--- config.mk ---
export PLATFORM = sky130hd
export DESIGN_NAME = decode_ibuf_flat
export DESIGN_NICKNAME = d
export VERILOG_FILES = /design/src/rtl/decode_ibuf_if.sv /design/src/rtl/decode_ibuf.sv /design/src/flat_wrapper.sv
export SDC_FILE = /design/constraint.sdc
export NUM_CORES = 1
export LEC_CHECK = 0
export CORE_UTILIZATION = 40
export CTS_CLUSTER_DIAMETER = 100
export DETAILED_ROUTE_END_ITERATION = 7
export HOLD_SLACK_MARGIN = 0.06
export SETUP_SLACK_MARGIN = 0.4
export SYNTH_ARGS = -nofsm -noshare
export SYNTH_HDL_FRONTEND = slang
export SYNTH_SLANG_ARGS = --single-unit
--- constraint.sdc ---
create_clock -name clk -period 3.5 [get_ports clk]
set_clock_uncertainty 0.05 [all_clocks]
set_input_delay 0.7 -clock clk [delete_from_list [all_inputs] [get_ports clk]]
set_output_delay 0.7 -clock clk [all_outputs]
set_load 0.005 [all_outputs]
--- src/rtl/decode_ibuf_if.sv ---
`default_nettype none
// ---------------------------------------------------------------------------
// decode_ibuf_if : fetch-side and decode-side handshake bundle of decode_ibuf
// Revision 1.0
// ---------------------------------------------------------------------------
interface decode_ibuf_if #(
  parameter int XLEN  = 32,
  parameter int DEPTH = 4
);
  localparam int c_cnt_w = $clog2(DEPTH + 1);

  logic               in_valid;
  logic               in_ready;
  logic [XLEN-1:0]    in_pc;
  logic [31:0]        in_ir;
  logic               out_valid;
  logic               out_ready;
  logic [XLEN-1:0]    out_pc;
  logic [31:0]        out_ir;
  logic               out_op_ld;
  logic               out_op_st;
  logic               out_op_ldr;
  logic               out_op_jmp;
  logic               out_op_beq;
  logic               out_op_bne;
  logic               out_op;
  logic               out_opc;
  logic               out_illegal;
  logic [c_cnt_w-1:0] out_count;
  logic               out_afull;
  logic               flush;

  modport slave (
    input  in_valid, in_pc, in_ir, out_ready, flush,
    output in_ready, out_valid, out_pc, out_ir,
           out_op_ld, out_op_st, out_op_ldr, out_op_jmp, out_op_beq, out_op_bne,
           out_op, out_opc, out_illegal, out_count, out_afull
  );

  modport master (
    output in_valid, in_pc, in_ir, out_ready, flush,
    input  in_ready, out_valid, out_pc, out_ir,
           out_op_ld, out_op_st, out_op_ldr, out_op_jmp, out_op_beq, out_op_bne,
           out_op, out_opc, out_illegal, out_count, out_afull
  );
endinterface
`default_nettype wire

--- src/rtl/decode_ibuf.sv ---
`default_nettype none
// ---------------------------------------------------------------------------
// decode_ibuf : fetch-to-decode instruction queue with registered pre-decode
// Revision 1.0
// ---------------------------------------------------------------------------
module decode_ibuf #(
  parameter int          XLEN      = 32,
  parameter int          DEPTH     = 4,
  parameter int          AFULL_LVL = 3,
  parameter logic [31:0] NOP_INST  = 32'h8000_0000
) (
  input  logic          clk,
  input  logic          rst,
  decode_ibuf_if.slave  bus
);
  localparam int                  c_ptr_w = $clog2(DEPTH);
  localparam int                  c_cnt_w = $clog2(DEPTH + 1);
  localparam logic [c_cnt_w-1:0]  c_full  = c_cnt_w'(DEPTH);
  localparam logic [c_cnt_w-1:0]  c_afull = c_cnt_w'(AFULL_LVL);
  localparam logic [c_ptr_w-1:0]  c_ptr_one = c_ptr_w'(1);

  // Pre-decode bit positions inside each stored entry
  localparam int c_pd_ld  = 8;
  localparam int c_pd_st  = 7;
  localparam int c_pd_ldr = 6;
  localparam int c_pd_jmp = 5;
  localparam int c_pd_beq = 4;
  localparam int c_pd_bne = 3;
  localparam int c_pd_op  = 2;
  localparam int c_pd_opc = 1;
  localparam int c_pd_ill = 0;

  logic [c_ptr_w-1:0] r_wp;
  logic [c_ptr_w-1:0] r_rp;
  logic [c_cnt_w-1:0] r_count;
  logic [XLEN-1:0]    r_pc [DEPTH];
  logic [31:0]        r_ir [DEPTH];
  logic [8:0]         r_pd [DEPTH];

  logic               w_empty;
  logic               w_push;
  logic               w_pop;
  logic [5:0]         w_opcode;
  logic               w_alu_fn;
  logic [8:0]         w_pd;
  logic [8:0]         w_head_pd;

  assign w_empty      = (r_count == '0);
  assign bus.in_ready = (r_count != c_full);
  assign w_push       = bus.in_valid && bus.in_ready && !bus.flush;
  assign w_pop        = !w_empty && bus.out_ready && !bus.flush;
  assign w_opcode     = bus.in_ir[31:26];

  // ALU function codes shared by register and constant forms (low 4 bits)
  always_comb begin
    w_alu_fn = 1'b0;
    case (w_opcode[3:0])
      4'h0, 4'h1, 4'h4, 4'h5, 4'h6,
      4'h8, 4'h9, 4'hA, 4'hB, 4'hC, 4'hD, 4'hE: w_alu_fn = 1'b1;
      default:                                   w_alu_fn = 1'b0;
    endcase
  end

  always_comb begin
    w_pd           = '0;
    w_pd[c_pd_ld]  = (w_opcode == 6'b011000);
    w_pd[c_pd_st]  = (w_opcode == 6'b011001);
    w_pd[c_pd_jmp] = (w_opcode == 6'b011011);
    w_pd[c_pd_beq] = (w_opcode == 6'b011100);
    w_pd[c_pd_bne] = (w_opcode == 6'b011101);
    w_pd[c_pd_ldr] = (w_opcode == 6'b011111);
    w_pd[c_pd_op]  = (w_opcode[5:4] == 2'b10) && w_alu_fn;
    w_pd[c_pd_opc] = (w_opcode[5:4] == 2'b11) && w_alu_fn;
    w_pd[c_pd_ill] = ~|w_pd[8:1];
  end

  always_ff @(posedge clk or posedge rst) begin
    if (rst) begin
      r_wp    <= '0;
      r_rp    <= '0;
      r_count <= '0;
    end else if (bus.flush) begin
      r_wp    <= '0;
      r_rp    <= '0;
      r_count <= '0;
    end else begin
      if (w_push) r_wp <= r_wp + c_ptr_one;
      if (w_pop)  r_rp <= r_rp + c_ptr_one;
      case ({w_push, w_pop})
        2'b10:   r_count <= r_count + c_cnt_w'(1);
        2'b01:   r_count <= r_count - c_cnt_w'(1);
        default: r_count <= r_count;
      endcase
    end
  end

  // Payload is never reset; the empty mask below hides stale contents
  always_ff @(posedge clk) begin
    if (w_push) begin
      r_pc[r_wp] <= bus.in_pc;
      r_ir[r_wp] <= bus.in_ir;
      r_pd[r_wp] <= w_pd;
    end
  end

  assign w_head_pd       = w_empty ? 9'd0 : r_pd[r_rp];
  assign bus.out_valid   = !w_empty;
  assign bus.out_pc      = w_empty ? '0 : r_pc[r_rp];
  assign bus.out_ir      = w_empty ? NOP_INST : r_ir[r_rp];
  assign bus.out_op_ld   = w_head_pd[c_pd_ld];
  assign bus.out_op_st   = w_head_pd[c_pd_st];
  assign bus.out_op_ldr  = w_head_pd[c_pd_ldr];
  assign bus.out_op_jmp  = w_head_pd[c_pd_jmp];
  assign bus.out_op_beq  = w_head_pd[c_pd_beq];
  assign bus.out_op_bne  = w_head_pd[c_pd_bne];
  assign bus.out_op      = w_head_pd[c_pd_op];
  assign bus.out_opc     = w_head_pd[c_pd_opc];
  assign bus.out_illegal = w_head_pd[c_pd_ill];
  assign bus.out_count   = r_count;
  assign bus.out_afull   = (r_count >= c_afull);

endmodule
`default_nettype wire

--- src/flat_wrapper.sv ---
// flat-port wrapper written by rule: the top's interface ports become plain ports
module decode_ibuf_flat 
#(
  parameter int          XLEN      = 32,
  parameter int          DEPTH     = 4,
  parameter int          AFULL_LVL = 3,
  parameter logic [31:0] NOP_INST  = 32'h8000_0000
)
  (clk, rst, bus_in_valid, bus_in_pc, bus_in_ir, bus_out_ready, bus_flush, bus_in_ready, bus_out_valid, bus_out_pc, bus_out_ir, bus_out_op_ld, bus_out_op_st, bus_out_op_ldr, bus_out_op_jmp, bus_out_op_beq, bus_out_op_bne, bus_out_op, bus_out_opc, bus_out_illegal, bus_out_count, bus_out_afull);
  decode_ibuf_if #(.XLEN(XLEN), .DEPTH(DEPTH)) bus_i ();
  input  logic clk;
  input  logic rst;
  input wire logic [$bits(bus_i.in_valid)-1:0] bus_in_valid;
  input wire logic [$bits(bus_i.in_pc)-1:0] bus_in_pc;
  input wire logic [$bits(bus_i.in_ir)-1:0] bus_in_ir;
  input wire logic [$bits(bus_i.out_ready)-1:0] bus_out_ready;
  input wire logic [$bits(bus_i.flush)-1:0] bus_flush;
  output wire logic [$bits(bus_i.in_ready)-1:0] bus_in_ready;
  output wire logic [$bits(bus_i.out_valid)-1:0] bus_out_valid;
  output wire logic [$bits(bus_i.out_pc)-1:0] bus_out_pc;
  output wire logic [$bits(bus_i.out_ir)-1:0] bus_out_ir;
  output wire logic [$bits(bus_i.out_op_ld)-1:0] bus_out_op_ld;
  output wire logic [$bits(bus_i.out_op_st)-1:0] bus_out_op_st;
  output wire logic [$bits(bus_i.out_op_ldr)-1:0] bus_out_op_ldr;
  output wire logic [$bits(bus_i.out_op_jmp)-1:0] bus_out_op_jmp;
  output wire logic [$bits(bus_i.out_op_beq)-1:0] bus_out_op_beq;
  output wire logic [$bits(bus_i.out_op_bne)-1:0] bus_out_op_bne;
  output wire logic [$bits(bus_i.out_op)-1:0] bus_out_op;
  output wire logic [$bits(bus_i.out_opc)-1:0] bus_out_opc;
  output wire logic [$bits(bus_i.out_illegal)-1:0] bus_out_illegal;
  output wire logic [$bits(bus_i.out_count)-1:0] bus_out_count;
  output wire logic [$bits(bus_i.out_afull)-1:0] bus_out_afull;
  assign bus_i.in_valid = bus_in_valid;
  assign bus_i.in_pc = bus_in_pc;
  assign bus_i.in_ir = bus_in_ir;
  assign bus_i.out_ready = bus_out_ready;
  assign bus_i.flush = bus_flush;
  assign bus_in_ready = bus_i.in_ready;
  assign bus_out_valid = bus_i.out_valid;
  assign bus_out_pc = bus_i.out_pc;
  assign bus_out_ir = bus_i.out_ir;
  assign bus_out_op_ld = bus_i.out_op_ld;
  assign bus_out_op_st = bus_i.out_op_st;
  assign bus_out_op_ldr = bus_i.out_op_ldr;
  assign bus_out_op_jmp = bus_i.out_op_jmp;
  assign bus_out_op_beq = bus_i.out_op_beq;
  assign bus_out_op_bne = bus_i.out_op_bne;
  assign bus_out_op = bus_i.out_op;
  assign bus_out_opc = bus_i.out_opc;
  assign bus_out_illegal = bus_i.out_illegal;
  assign bus_out_count = bus_i.out_count;
  assign bus_out_afull = bus_i.out_afull;
  decode_ibuf #(.XLEN(XLEN), .DEPTH(DEPTH), .AFULL_LVL(AFULL_LVL), .NOP_INST(NOP_INST)) u_core (.clk(clk), .rst(rst), .bus(bus_i));
endmodule
Word level (Yosys, flattened, before mapping):

Memories as Yosys holds them, arrays and structs flattened.
Cells that the tools add are included.

* register bits: 7
* bits in writable memories: 292
* bits in read-only memories: 16
* input bits: 69
* output and inout port bits: 79
* logic and storage cells: 48
* memories kept: 4

* add/subtract/negate cells: 4
* order comparisons: 1
* equal/unequal tests: 11
* muxes and demuxes: 11
* reductions and logical operators: 14

Memory list
* u_core.r_ir: words 4, width 32, read ports 1, clocked after Yosys merged registers in 0, write ports 1, RTL line decode_ibuf.sv:37 `logic [31:0] r_ir [DEPTH];`
* u_core.r_pc: words 4, width 32, read ports 1, clocked after Yosys merged registers in 0, write ports 1, RTL line decode_ibuf.sv:36 `logic [XLEN-1:0] r_pc [DEPTH];`
* u_core.r_pd: words 4, width 9, read ports 1, clocked after Yosys merged registers in 0, write ports 1, RTL line decode_ibuf.sv:38 `logic [8:0] r_pd [DEPTH];`
* (name not given): words 16, width 1, read ports 1, clocked after Yosys merged registers in 0, write ports 0, RTL line decode_ibuf.sv:57 `case (w_opcode[3:0])`

Operator list (number)
* $mux W32: 2
* $eq A6 B5 Y1 const B: 6
* $mux W9: 1
* $mux W2: 4
* $reduce_or A8 Y1: 1
* $eq A2 B2 Y1 const B: 3
* $logic_and A1 B1 Y1: 6
* $pmux W3 S2: 1
* $add A2 B1 Y2 const B: 2
* $reduce_bool A2 Y1: 2
* $add A3 B1 Y3 const B: 1
* $ge A3 B2 Y1 const B: 1
* $logic_not A1 Y1: 3
* $logic_not A3 Y1: 1
* $mux W3: 1
* $ne A3 B3 Y1 const B: 1
* $reduce_bool A3 Y1: 1
* $sub A3 B1 Y3 const B: 1
* $eq A2 B1 Y1 const B: 1
* $mux W1: 2

Depth between registers and ports, before layout:

* word-level depth: 7
* depth in mapped cells: 10
* gate-level depth less buffers: 8

Worst setup path after synthesis:

No wires, ideal clock.

* path type: input-to-reg
* start: input bus_in_valid
* end: memory u_core.r_ir[0][0] (enable)
* library setup time: 0.439 ns
* arrival: 2.972 ns
* data required time: 3.011 ns
* slack: 0.039 ns
* cell stages on the path: 4
* buffers on the path: 1
* path through: clkbuf_1 -> nand2_1 -> nor2_1 -> and2_1

* cells in the longest elaborated chain, start to end: 4

Ends and longest elaborated chain
* start: declaration: RTL line flat_wrapper.sv:13 `input wire logic [$bits(bus_i.in_valid)-1:0] bus_in_valid;`
* $logic_and A1 B1 Y1 (2 in series): RTL line decode_ibuf.sv:50 `assign w_push = bus.in_valid && bus.in_ready && !bus.flush;`
* $mux W1: RTL line decode_ibuf.sv:99 `if (w_push) begin`
* $mux W1 (implied by the code): RTL line decode_ibuf.sv:101 `r_ir[r_wp] <= bus.in_ir;`
* end: declaration: RTL line decode_ibuf.sv:37

Every way passes these cells.

Final worst setup path:

* start: register u_core.r_rp[0]
* end: output bus_out_op_ldr

* cells in the longest elaborated chain, start to end: 2

Ends and longest elaborated chain
* start: declaration: RTL line decode_ibuf.sv:34 `logic [c_ptr_w-1:0] r_rp;`
* start signal: assignment: RTL line decode_ibuf.sv:88 `if (w_pop) r_rp <= r_rp + c_ptr_one;`
* $mem_v2 Z4 W9
* $mux W9: RTL line decode_ibuf.sv:106 `assign w_head_pd = w_empty ? 9'd0 : r_pd[r_rp];`
* end: declaration: RTL line flat_wrapper.sv:24 `output wire logic [$bits(bus_i.out_op_ldr)-1:0] bus_out_op_ldr;`

Every way passes these cells.

==> results.tsv <==
stage	metric	value	unit
status	outcome	completed	
floorplan	Rows	62	
cts	H-Tree Depth	1	
drt	DR pass1 iterations	5	
pwr	Sw Ratio	23.6	%
pwr	Comb pwr share	24.8	%
cts	Clk Latency, worst-skew pair	550	ps
floorplan	Initial Util	40.7	%
global_route	largest net degree at the start of global routing	39	
floorplan	die width	173	um
drt	final WL	24.7	mm
global_route	total track usage	16.8	%
sta	Fin. Hold Viols	0	
final_layout	n_diodes	0	
sta	Final period util	87.9	%
critical_path	Crit path buffers/inverters	5	
final_layout	fin nets	823	
global_route	GRT Residual Overflow	0	
pwr	internal power	7500	uW
logic_synthesis	synthesized flop and latch total	299	
logic_synthesis	Synth Net Count	624	
cts	Hold Buf Count CTS	0	
cts	maximum buffer depth of the clock tree	3	
floorplan	I/O Pins	148	
pwr	Overall Power	9820	uW
logic_synthesis	Main synth FF type	edfxtp_1	
logic_synthesis	Mapped Cells	550	
floorplan	die height	173	um
cts	CTS root buf	clkbuf_16	
final_layout	fill count	2279	
run	Max-cap violations	0	
final_layout	fraction of layout cells with a size suffix above 1	31.0	%
critical_path	Largest delay share family, worst path	buffers and inverters	
critical_path	r2r setup slk	1000	ps
logic_synthesis	Syn Std Cell Area	11700	sq um
pwr	leakage power	0.00521	uW
logic_synthesis	sequential share of the synthesized area	76.5	%
final_layout	P&R area growth vs syn	31.1	%
final_layout	most frequent cells in the layout	edfxtp_1, clkdlybuf4s50_1, mux4_2	
logic_synthesis	synth warn	0	
sta	relative slew slack	68.5	%
sta	slew at the pin with the worst max-slew slack	469	ps
min_path	Min-Delay Path Class	input pin to async pin	
drt	Final ANT Viol Nets	0	
global_route	vias in the first global route	6619	
drt	DRC errors left	0	
global_route	first-pass GRT wire length	38.2	mm
floorplan	core footprint	28700	sq um
critical_path	max incr delay on CP	530	ps
pwr	Power Density	641	nW/um^2
sta	Max Clk Rate	325	MHz
floorplan	die area	29900	sq um
logic_synthesis	Post-Syn Area per Cell	21.2	sq um
sta	endpoints failing setup	0	
critical_path	worst-path fanout max	7	
logic_synthesis	EDFF count, synth	292	
critical_path	Worst path most repeated cell	buf_6	
logic_synthesis	Yosys cell types	34	
sta	Slew Limit Fails	0	
sta	Fin Setup TNS	0	ps
critical_path	Startpoint Class	flop	
drt	via/cell ratio	5.12	
final_layout	commonest non-fill, non-tap cell in the layout	edfxtp_1	
cts	Sink Count	299	
logic_synthesis	async set-reset flop share out of synthesis	2.34	%
critical_path	CP Class	flop to output pin	
critical_path	slowest cell on the critical path	dfrtp_4	
critical_path	CP Cell Sequence	buf_6 > buf_6 > buf_12 > buf_16 > mux4_2 > and2_4 > buf_6	
global_route	antenna violations before repair	0	
critical_path	CP Data Required Time	2750	ps
drt	drt initial violations	362	
pwr	sequential share of power	42.3	%
placed_design	I/O Buffers	147	
sta	RSZ-0062 raised after global routing	true	
pwr	worst vdd ir	405	uV
cts	clk slew on worst S/H paths	60	ps
placed_design	placed wire-length estimate	13.8	mm
critical_path	Crit. End Element	output pin	
drt	DR WL/cell	21.3	um
critical_path	CP arrival	2330	ps
drt	vias	5924	
cts	CTS tree	done	
cts	Num CTS Buffers	30	
placed_design	routability cong.	0.768	
pwr	Clock Power Share	33.0	%
pwr	P_sw	2320	uW
sta	crit path time final	3080	ps
logic make-up (layout without fill, tap and decap cells):
kind of cell             count (synthesis)  in the layout  synth area share [%]
multiplexers                            74             74                  14.2
buffers and inverters                   33            256                  1.57
AND/OR/NAND/NOR                        120            120                  6.01
AO/OA/AOI/OAI                           16             16                 0.889
flip-flops                             299            299                  76.5
adder cells (fa/ha/maj)                  5              5                 0.600
XOR/XNOR                                 3              3                 0.225
state kept, by name, summed over array words and instances, names as in the netlist:
name                  cells
u_core.r_pc             128
u_core.r_rp               2
u_core.r_ir             128
u_core.r_pd              36
u_core.r_wp               2
u_core.bus.out_count      3
cells in the mapped netlist, types with 2 or more instances:
library cell | number | share of area [%]
edfxtp_1 | 292 | 75
and2_1 | 76 | 4.1
mux4_2 | 73 | 14
nor2_1 | 13 | 0.42
buf_2 | 12 | 0.51
clkbuf_1 | 11 | 0.35
dfrtp_1 | 7 | 1.5
nand2_1 | 7 | 0.22
buf_6 | 6 | 0.58
nand2b_1 | 6 | 0.32
nand3_1 | 5 | 0.21
a21oi_1 | 4 | 0.17
ha_1 | 4 | 0.43
inv_1 | 4 | 0.13
nor3_1 | 4 | 0.17
o21ai_0 | 4 | 0.17
a31oi_1 | 2 | 0.11
and3_1 | 2 | 0.11
nand4b_1 | 2 | 0.15
xor2_1 | 2 | 0.15
per-layer routing:
metal / up-vias / global-route usage, % / wire, um
li1: 2626 / - / -
met4: 0 / 4.54 / 543
met2: 150 / 31.4 / 13500
met5: - / 0 / 0
met3: 38 / 2.84 / 975
met1: 3110 / 19.8 / 9700
worst paths after layout:
path,startpoint,end,cells after the start
worst max-delay path,u_core.r_rp[0],bus_out_op_ldr,7
worst min-delay path,rst,u_core.bus.out_count[2],2
worst max register to register,u_core.bus.out_count[0],u_core.bus.out_count[2],7
worst min register to register,u_core.r_wp[1],u_core.r_wp[1],2
max in group asynchronous,rst,u_core.r_rp[0],2
min in group clk,u_core.r_wp[1],u_core.r_wp[1],2
metrics by stage:
stage	worst slack [ps]	std cells	util (%)	hold WS, ps	area, sq um
finish	422	1157	53.4	357	15300
global route	353	1157	53.4	358	15300
CTS	295	1153	53.1	343	15200
detailed placement	480	1068	47.9	564	13800
global placement	546	1068	47.9	512	13800
floorplan	842	550	-	453	11700
power groups by stage:
stage,registers [uW],clock network (uW),logic (uW)
detailed placement,4250,0,2020
CTS,4150,3320,2360
finish,4150,3240,2430
global placement,4230,0,2000
floorplan,4190,0,1030
global route,4160,3450,2620
worst register-to-register path, cell delays in order, from the launching register on:
cell and delay [ps]:
dfrtp_2 500, nor3_2 300, inv_4 200, nand2_1 170
nor3b_1 80, fa_1 420, or4_1 530, a31oi_1 190
final cells by class:
cell class | instances | area (sq um) | area share, %
well taps | 384 | 480 | 3.14
clock inverters | 12 | 129 | 0.841
inverters | 4 | 17.5 | 0.114
flip-flops and latches | 299 | 8950 | 58.4
multi-input cells | 218 | 2680 | 17.5
repair buffers | 196 | 2180 | 14.2
clock buffers | 44 | 885 | 5.77
what timing repair did:
| action | CTS | global route |
|---|---|---|
| gates cloned | 8 | 1 |
| gates resized for setup | 139 | 77 |
| pin swaps | 10 | 3 |
| endpoints found under the setup margin | 73 | 44 |
| setup buffers | 21 | 3 |
(Power assumes the default switching activity.)
